<file path="src/rtl/jk_excitation_driver.sv">
// rtl/jk_excitation_driver.sv - JK excitation driver with readback check; optional retry via JKD_RETRY_EN
module jk_excitation_driver #(
  parameter int WIDTH         = 4,
  parameter int PREFER_TOGGLE = 0,
  parameter int MAX_RETRY     = 2
) (
  input  logic             clk,
  input  logic             reset_n,
  input  logic             tgt_valid,
  output logic             tgt_ready,
  input  logic [WIDTH-1:0] tgt_data,
  input  logic [WIDTH-1:0] q_fb,
  output logic [WIDTH-1:0] j,
  output logic [WIDTH-1:0] k,
  output logic             busy,
  output logic             done,
  output logic             err,
  output logic [7:0]       err_cnt
);

`ifdef JKD_RETRY_EN
  localparam int RETRY_LIMIT = MAX_RETRY;
`else
  localparam int RETRY_LIMIT = 0;
`endif
  // With retry disabled the limit is zero, so the retry counter is constant and folds away.
  localparam int              RW        = (MAX_RETRY < 1) ? 1 : $clog2(MAX_RETRY + 1);
  localparam logic [RW-1:0]   RETRY_MAX = RW'(RETRY_LIMIT);
  localparam logic            TOG       = (PREFER_TOGGLE != 0);

  typedef enum logic [1:0] {IDLE, DRIVE, CHECK} state_t;

  state_t             state_q, state_d;
  logic [WIDTH-1:0]   tgt_q, tgt_d;
  logic [WIDTH-1:0]   j_q, j_d, k_q, k_d;
  logic               done_q, done_d, err_q, err_d;
  logic [7:0]         err_cnt_q, err_cnt_d;
  logic [RW-1:0]      retry_q, retry_d;
  logic [2*WIDTH-1:0] jk_acc, jk_retry;

  // Excitation table: unchanged bits get JK=00; changing bits set/reset, or toggle when preferred.
  function automatic logic [2*WIDTH-1:0] excite(input logic [WIDTH-1:0] cur,
                                                input logic [WIDTH-1:0] nxt);
    logic [WIDTH-1:0] rise, fall;
    rise = ~cur & nxt;
    fall = cur & ~nxt;
    return {rise | (fall & {WIDTH{TOG}}), fall | (rise & {WIDTH{TOG}})};
  endfunction

  assign jk_acc   = excite(q_fb, tgt_data);
  assign jk_retry = excite(q_fb, tgt_q);

  assign tgt_ready = (state_q == IDLE);
  assign busy      = (state_q == DRIVE) || (state_q == CHECK);
  assign j         = j_q;
  assign k         = k_q;
  assign done      = done_q;
  assign err       = err_q;
  assign err_cnt   = err_cnt_q;

  // Next-state: accept in IDLE, drive one cycle, then judge the readback.
  always_comb begin
    state_d   = state_q;
    tgt_d     = tgt_q;
    j_d       = '0;
    k_d       = '0;
    done_d    = 1'b0;
    err_d     = 1'b0;
    err_cnt_d = err_cnt_q;
    retry_d   = retry_q;
    unique case (state_q)
      IDLE: begin
        if (tgt_valid) begin
          tgt_d      = tgt_data;
          {j_d, k_d} = jk_acc;
          retry_d    = '0;
          state_d    = DRIVE;
        end
      end
      DRIVE: begin
        state_d = CHECK;
      end
      CHECK: begin
        if (q_fb == tgt_q) begin
          done_d  = 1'b1;
          state_d = IDLE;
        end else if (retry_q < RETRY_MAX) begin
          retry_d    = retry_q + RW'(1);
          {j_d, k_d} = jk_retry;
          state_d    = DRIVE;
        end else begin
          done_d  = 1'b1;
          err_d   = 1'b1;
          if (err_cnt_q != 8'hFF) err_cnt_d = err_cnt_q + 8'd1;
          state_d = IDLE;
        end
      end
      default: state_d = IDLE;
    endcase
  end

  // State and output registers; reset aborts any word in flight and releases the bank.
  always_ff @(posedge clk or negedge reset_n) begin
    if (!reset_n) begin
      state_q   <= IDLE;
      tgt_q     <= '0;
      j_q       <= '0;
      k_q       <= '0;
      done_q    <= 1'b0;
      err_q     <= 1'b0;
      err_cnt_q <= 8'd0;
      retry_q   <= '0;
    end else begin
      state_q   <= state_d;
      tgt_q     <= tgt_d;
      j_q       <= j_d;
      k_q       <= k_d;
      done_q    <= done_d;
      err_q     <= err_d;
      err_cnt_q <= err_cnt_d;
      retry_q   <= retry_d;
    end
  end

endmodule

</file>
<file path="config.mk">
export PLATFORM = sky130hd
export DESIGN_NAME = jk_excitation_driver
export DESIGN_NICKNAME = d
export VERILOG_FILES = /design/src/rtl/jk_excitation_driver.sv
export SDC_FILE = /design/constraint.sdc
export NUM_CORES = 1
export LEC_CHECK = 0
export ABC_AREA = 1
export CAP_MARGIN = 10
export CORE_MARGIN = 3
export CORE_UTILIZATION = 30
export CTS_CLUSTER_SIZE = 14
export DETAILED_ROUTE_END_ITERATION = 16
export GPL_TIMING_DRIVEN = 0
export PLACE_DENSITY = 0.51
export SETUP_SLACK_MARGIN = 0.1
export SYNTH_ARGS = -nofsm -noshare
export SYNTH_HDL_FRONTEND = slang
export SYNTH_SLANG_ARGS = --single-unit
export TNS_END_PERCENT = 100
</file>
<file path="constraint.sdc">
create_clock -name clk -period 1.5 [get_ports clk]
set_input_delay 0.225 -clock clk [delete_from_list [all_inputs] [get_ports clk]]
set_output_delay 0.225 -clock clk [all_outputs]
set_load 0.05 [all_outputs]
</file>
; ---- Word-level counts from Yosys, hierarchy flattened
; Index checks and enable logic that the tools add are counted.
[word_totals]
register_bits = 26
inputBits = 11
out_inout_bits = 20
elab_cells = 54
[classes]
add_sub_neg = 2
n_lt_le_gt_ge = 1
n_eq_ne = 7
mux = 21
n_bitwise = 9
reduce_logical = 6
[ops]
columns = operator, count
row1 = 4-bit 2-to-1 mux, 6
row2 = 4-bit bitwise AND, 4
row3 = 4-bit one-hot mux with 2 select lines, 2
row4 = 4-bit NOT, 3
row5 = "8-bit by 1-bit adder with 8-bit output, second input constant", 1
row6 = 2-bit 2-to-1 mux, 4
row7 = "8-bit != test, second input constant", 1
row8 = 4-bit AND reduction, 2
row9 = 1-bit 2-to-1 mux, 7
row10 = 2-bit one-hot mux with 3 select lines, 1
row11 = 4-bit equality test, 1
row12 = "2-bit != test, second input constant", 2
row13 = 2-bit one-hot mux with 2 select lines, 1
row14 = "2-bit by 1-bit adder with 2-bit output, second input constant", 1
row15 = "2-bit by 1-bit equality test with 1-bit output, second input constant", 1
row16 = "2-bit equality test, second input constant", 1
row17 = 2-bit zero test, 1
row18 = "2-bit by 1-bit less-than comparator with 1-bit output, second input constant", 1
row19 = "2-bit by 1-bit != test with 1-bit output, second input constant", 1
row20 = 1-bit NOT, 2
row21 = 2-bit AND reduction, 1
row22 = 2-bit nonzero test, 1
row23 = 1-bit logical OR, 1

; ---- Logic depth before layout (Yosys ltp)
[logic_depth]
word_depth = 5
depth_mapped = 8
depth_no_buf = 8

; ---- Least setup slack after synthesis
; No wires, ideal clock.
[synth_path]
path_kind = register to register
start = reg err_cnt_q[0] (netlist: err_cnt[0])
end = reg err_cnt_q[6] (netlist: err_cnt[6])
setup_ns = 0.066
arrival_ns = 1.599
t_required_ns = 1.434
slack_ns = -0.166
path_stages_with_launch = 8
synth_period_minus_slack_ns = 1.666
path_cell_list = dfrtp_1 > ha_1 > nand3_2 > nor2_4 > nand3_4 > nand3_4 > nand2_1 > nand2_1
[synth_between]
elab_chain_len = 2
[synth_rtl]
columns = element, line_no
row1 = "start, declared", 37  ; logic [7:0] err_cnt_q, err_cnt_d;
row2 = "start signal, assigned", 120  ; err_cnt_q <= err_cnt_d;
row3 = branches (longest 2 deep; another with 8-bit by 1-bit adder with 8-bit output), --
; Parallel ways; which one is timed is not known.
; A chain may end at the register's enable or synchronous reset.

; ---- Worst setup path after layout
[layout_path]
start = reg state_q[0]
end = out busy
[layout_between]
elab_chain_len = 2
[layout_rtl]
columns = element, line_no
row1 = "start, declared", 33  ; state_t state_q, state_d;
row2 = "start signal, assigned", 114  ; state_q <= state_d;
row3 = 2-bit by 1-bit equality test with 1-bit output or 2-bit equality test (tied branches), 54  ; assign busy = (state_q == DRIVE) || (state_q == CHECK);
row4 = 1-bit logical OR (*), 54
row5 = "end, declared", 15  ; output logic busy,
; Every way passes the cells marked *; elsewhere a longest branch is shown, timed or not.

==> implementation parameters <==
Parameter                              Value

Layout
  Sequential Area ... 608 um2
  Area occupied by multi-input gates ... 489 um2
  Fraction of final layout cells with drive strength greater than 1 ... 24.9%
  Final Net Count ... 185
  Antenna cell count ... 0
  Final core area utilization ... 46.4%
  Area grow syn2layout ... 42.9%
  Area of all placed cells without fillers ... 1620 um2
  Fill cells ... 371

Timing
  Count of final max-slew check failures ... 0
  Fin crit share ... 92.7%
  Maximum operating frequency ... 0.719 GHz
  Total negative setup slack ... 0 ps
  Hold violation total from the final report ... 0
  Setup violations, final ... 0
  Unrepaired setup endpoints after global routing ... yes
  Time the final worst path needs with I/O delays and setup ... 1390 ps
  Pin slew with the least headroom to its limit ... 599 ps
  Hold Slack ... 339 ps
  Worst max-slew margin expressed relative to the limit ... 59.9%
  Post-Route Skew ... 3.43 ps

Critical path
  Launch point of the critical path ... state_q[0]$_DFFE_PN0P_
  Crit start category ... register
  Data arrival at the endpoint of the critical path ... 1170 ps
  Worst reg2reg startpoint ... err_cnt[1]$_DFFE_PN0P_
  Critical path endpoint category ... primary output
  Crit path max fanout ... 3
  Critical path data required time ... 1270 ps
  Setup Crit Path Kind ... reg -> out

Die
  Floorplan Core Area ... 3490 um2
  Chip Height ... 67.5 um
  Horiz. Die Dim ... 67.5 um
  Effective utilization at floorplan ... 32.5%
  Row cnt ... 21
  I/O pin total ... 31
  Die Outline Area ... 4560 um2

Drt
  Routed wire length ... 2540 um
  Number of design-rule violations left by the first detailed-router iteration ... 32
  Top layer in use ... met4
  Detailed-route DRC error count ... 0
  ANT nets after route ... 0
  Met1 wire length ... 1140 um
  Routed WL per cell ... 11.8 um
  Number of detailed-route iterations in the first pass ... 4
  Via-per-instance ratio ... 4.53
  Met2 wire length ... 1210 um
  Vias ... 973
  Length of routed met3 wiring ... 163 um

Clocking
  H-tree level count ... 1
  Root Buffer Master ... clkbuf_8
  Maximum root-to-sink buffer count ... 2
  Clock latency at the later pin of the worst-skew pair ... 260 ps
  Clock edge transition at the registers on the reported setup and hold paths ... 80 ps
  CTS hold repair buffers ... 0
  TritonCTS buffer count ... 3
  Clock tree from TritonCTS ... done
  Clock sink count ... 24

Synth
  Distinct cell type count of the synthesized netlist ... 21
  Synthesized instance count ... 129
  FF+latch count, synth ... 24
  Average instance area after synthesis ... 8.80 um2
  Main area contributors after synthesis ... dfrtp_1 (53%), nand2_1 (15%), ha_1 (4.4%)
  Area of the mapped netlist ... 1130 um2
  Area leader, netlist ... dfrtp_1
  Post-synth net total ... 144
  Warning count from the yosys run ... 0
  Share of the yosys chip area belonging to registers ... 52.9%
  Synth top area share ... 52.9%

Power
  IR Drop Worst-Case VDD ... 1.11 mV
  LEAKAGE ... 0.816 nW
  Total power after layout ... 3.00 mW
  Power density over the cells ... 1850 nW/um2

Placement
  Final weighted congestion in routability-driven placement ... 0.784
  Number of buffer cells added on primary ports ... 30
  Half-perimeter wire length after placement ... 1800 um
  Placement Cell Area ... 1520 um2

Global route
  Largest net degree at the start of global routing ... 25
  Initial antenna violation count ... 0
  GRT overflow ... 0
  Global-route usage over all layers ... 12.5%
  Global-route wire length before repair ... 4270 um
  Vias in the first global route ... 986

Hold path
  Path category of the worst min-delay check ... in -> async

Outcome
  Outcome ... finished clean

Run
  Maximum Capacitance Violations ... 0
report_power, final:
group	internal, mW	switching (mW)
registers	0.843	0.159
clock network	0.234	0.197
logic	0.547	1.02
final timing paths:
kind                                     endpoint  slack, ps  depth (start not counted)
setup / recovery                             busy        110                          3
hold / removal             err_cnt[7]$_DFFE_PN0P_        340                          1
setup reg to reg           err_cnt[6]$_DFFE_PN0P_        160                          7
hold reg to reg            state_q[0]$_DFFE_PN0P_        540                          2
max in group asynchronous  err_cnt[0]$_DFFE_PN0P_        660                          2
min in group clk                   k[0]$_DFF_PN0_        520                          2
flip-flops by register name (all words and copies together), names as in the netlist:
register  count
j             4
err_cnt       8
tgt_q         4
state_q       2
done          1
err           1
k             4
cells in the final DEF, fill, tap and decap left out, types with 2 or more instances in the layout:
cell / count
buf_2: 3
buf_4: 5
buf_8: 2
clkbuf_8: 4
clkdlybuf4s15_1: 2
clkdlybuf4s15_2: 6
clkdlybuf4s50_1: 10
dfrtp_1: 18
dfrtp_2: 6
dlygate4sd2_1: 8
ha_1: 2
inv_1: 10
inv_2: 6
nand2_1: 44
nand2_2: 2
nand3_4: 2
nand4_1: 8
nor2_1: 7
nor3_1: 4
o21ai_0: 6
xnor2_1: 2
kinds of logic after synthesis:
group | count (synthesis) | share of synthesized area, %
DFF | 24 | 52.9
buffers and inverters | 17 | 5.73
adders and majority gates | 4 | 4.41
xor gates and xnor gates | 3 | 2.32
AOI/OAI and AO/OA | 9 | 4.30
and+or+nand+nor | 72 | 30.3
per-layer routing:
metal / GRT usage [%] / up-vias
li1: - / 491
met1: 15.3 / 455
met2: 21.1 / 23
met3: 3.16 / 4
met4: 4.30 / 0
met5: 0 / -
what timing repair did:
action | in CTS | in global routing
setup endpoints to repair | 28 | 21
gates resized for setup | 53 | 7
setup buffers | 0 | 5
cloned | 0 | 0
pin swaps | 0 | 1
critical path: stages (launching register included):
cell	delay, ps
dfrtp_1	390
inv_2	50
ha_2	310
buf_6	150
cell type report:
class	instances	share of cell area [%]
sequential	24	37.5
multi-input combinational	88	30.2
timing repair buffer	36	21.4
inverter	16	3.70
tap	46	3.55
clock buffer	4	3.40
buffer	1	0.309
stage by stage:
stage | cells | worst slack, ps
4_1_cts | 209 | 84.1
3_5_place_dp | 205 | -259
6_report | 215 | 110
2_1_floorplan | 129 | 100
3_3_place_gp | 205 | -248
5_1_grt | 215 | 48.2
cells in the mapped netlist:
master,count
a31oi_1,1
xor2_1,1
nor2_1,8
xnor2_1,2
a21boi_0,1
inv_1,13
nand3_1,1
a21oi_1,1
nand2_1,45
nand4_1,8
inv_2,3
nand2_2,1
nand3_4,2
nor3_1,4
dfrtp_1,24
ha_1,4
nand3b_1,1
nand3_2,1
o21ai_0,6
nor2_4,1
buf_2,1
Power figures use the tool's default switching activity.
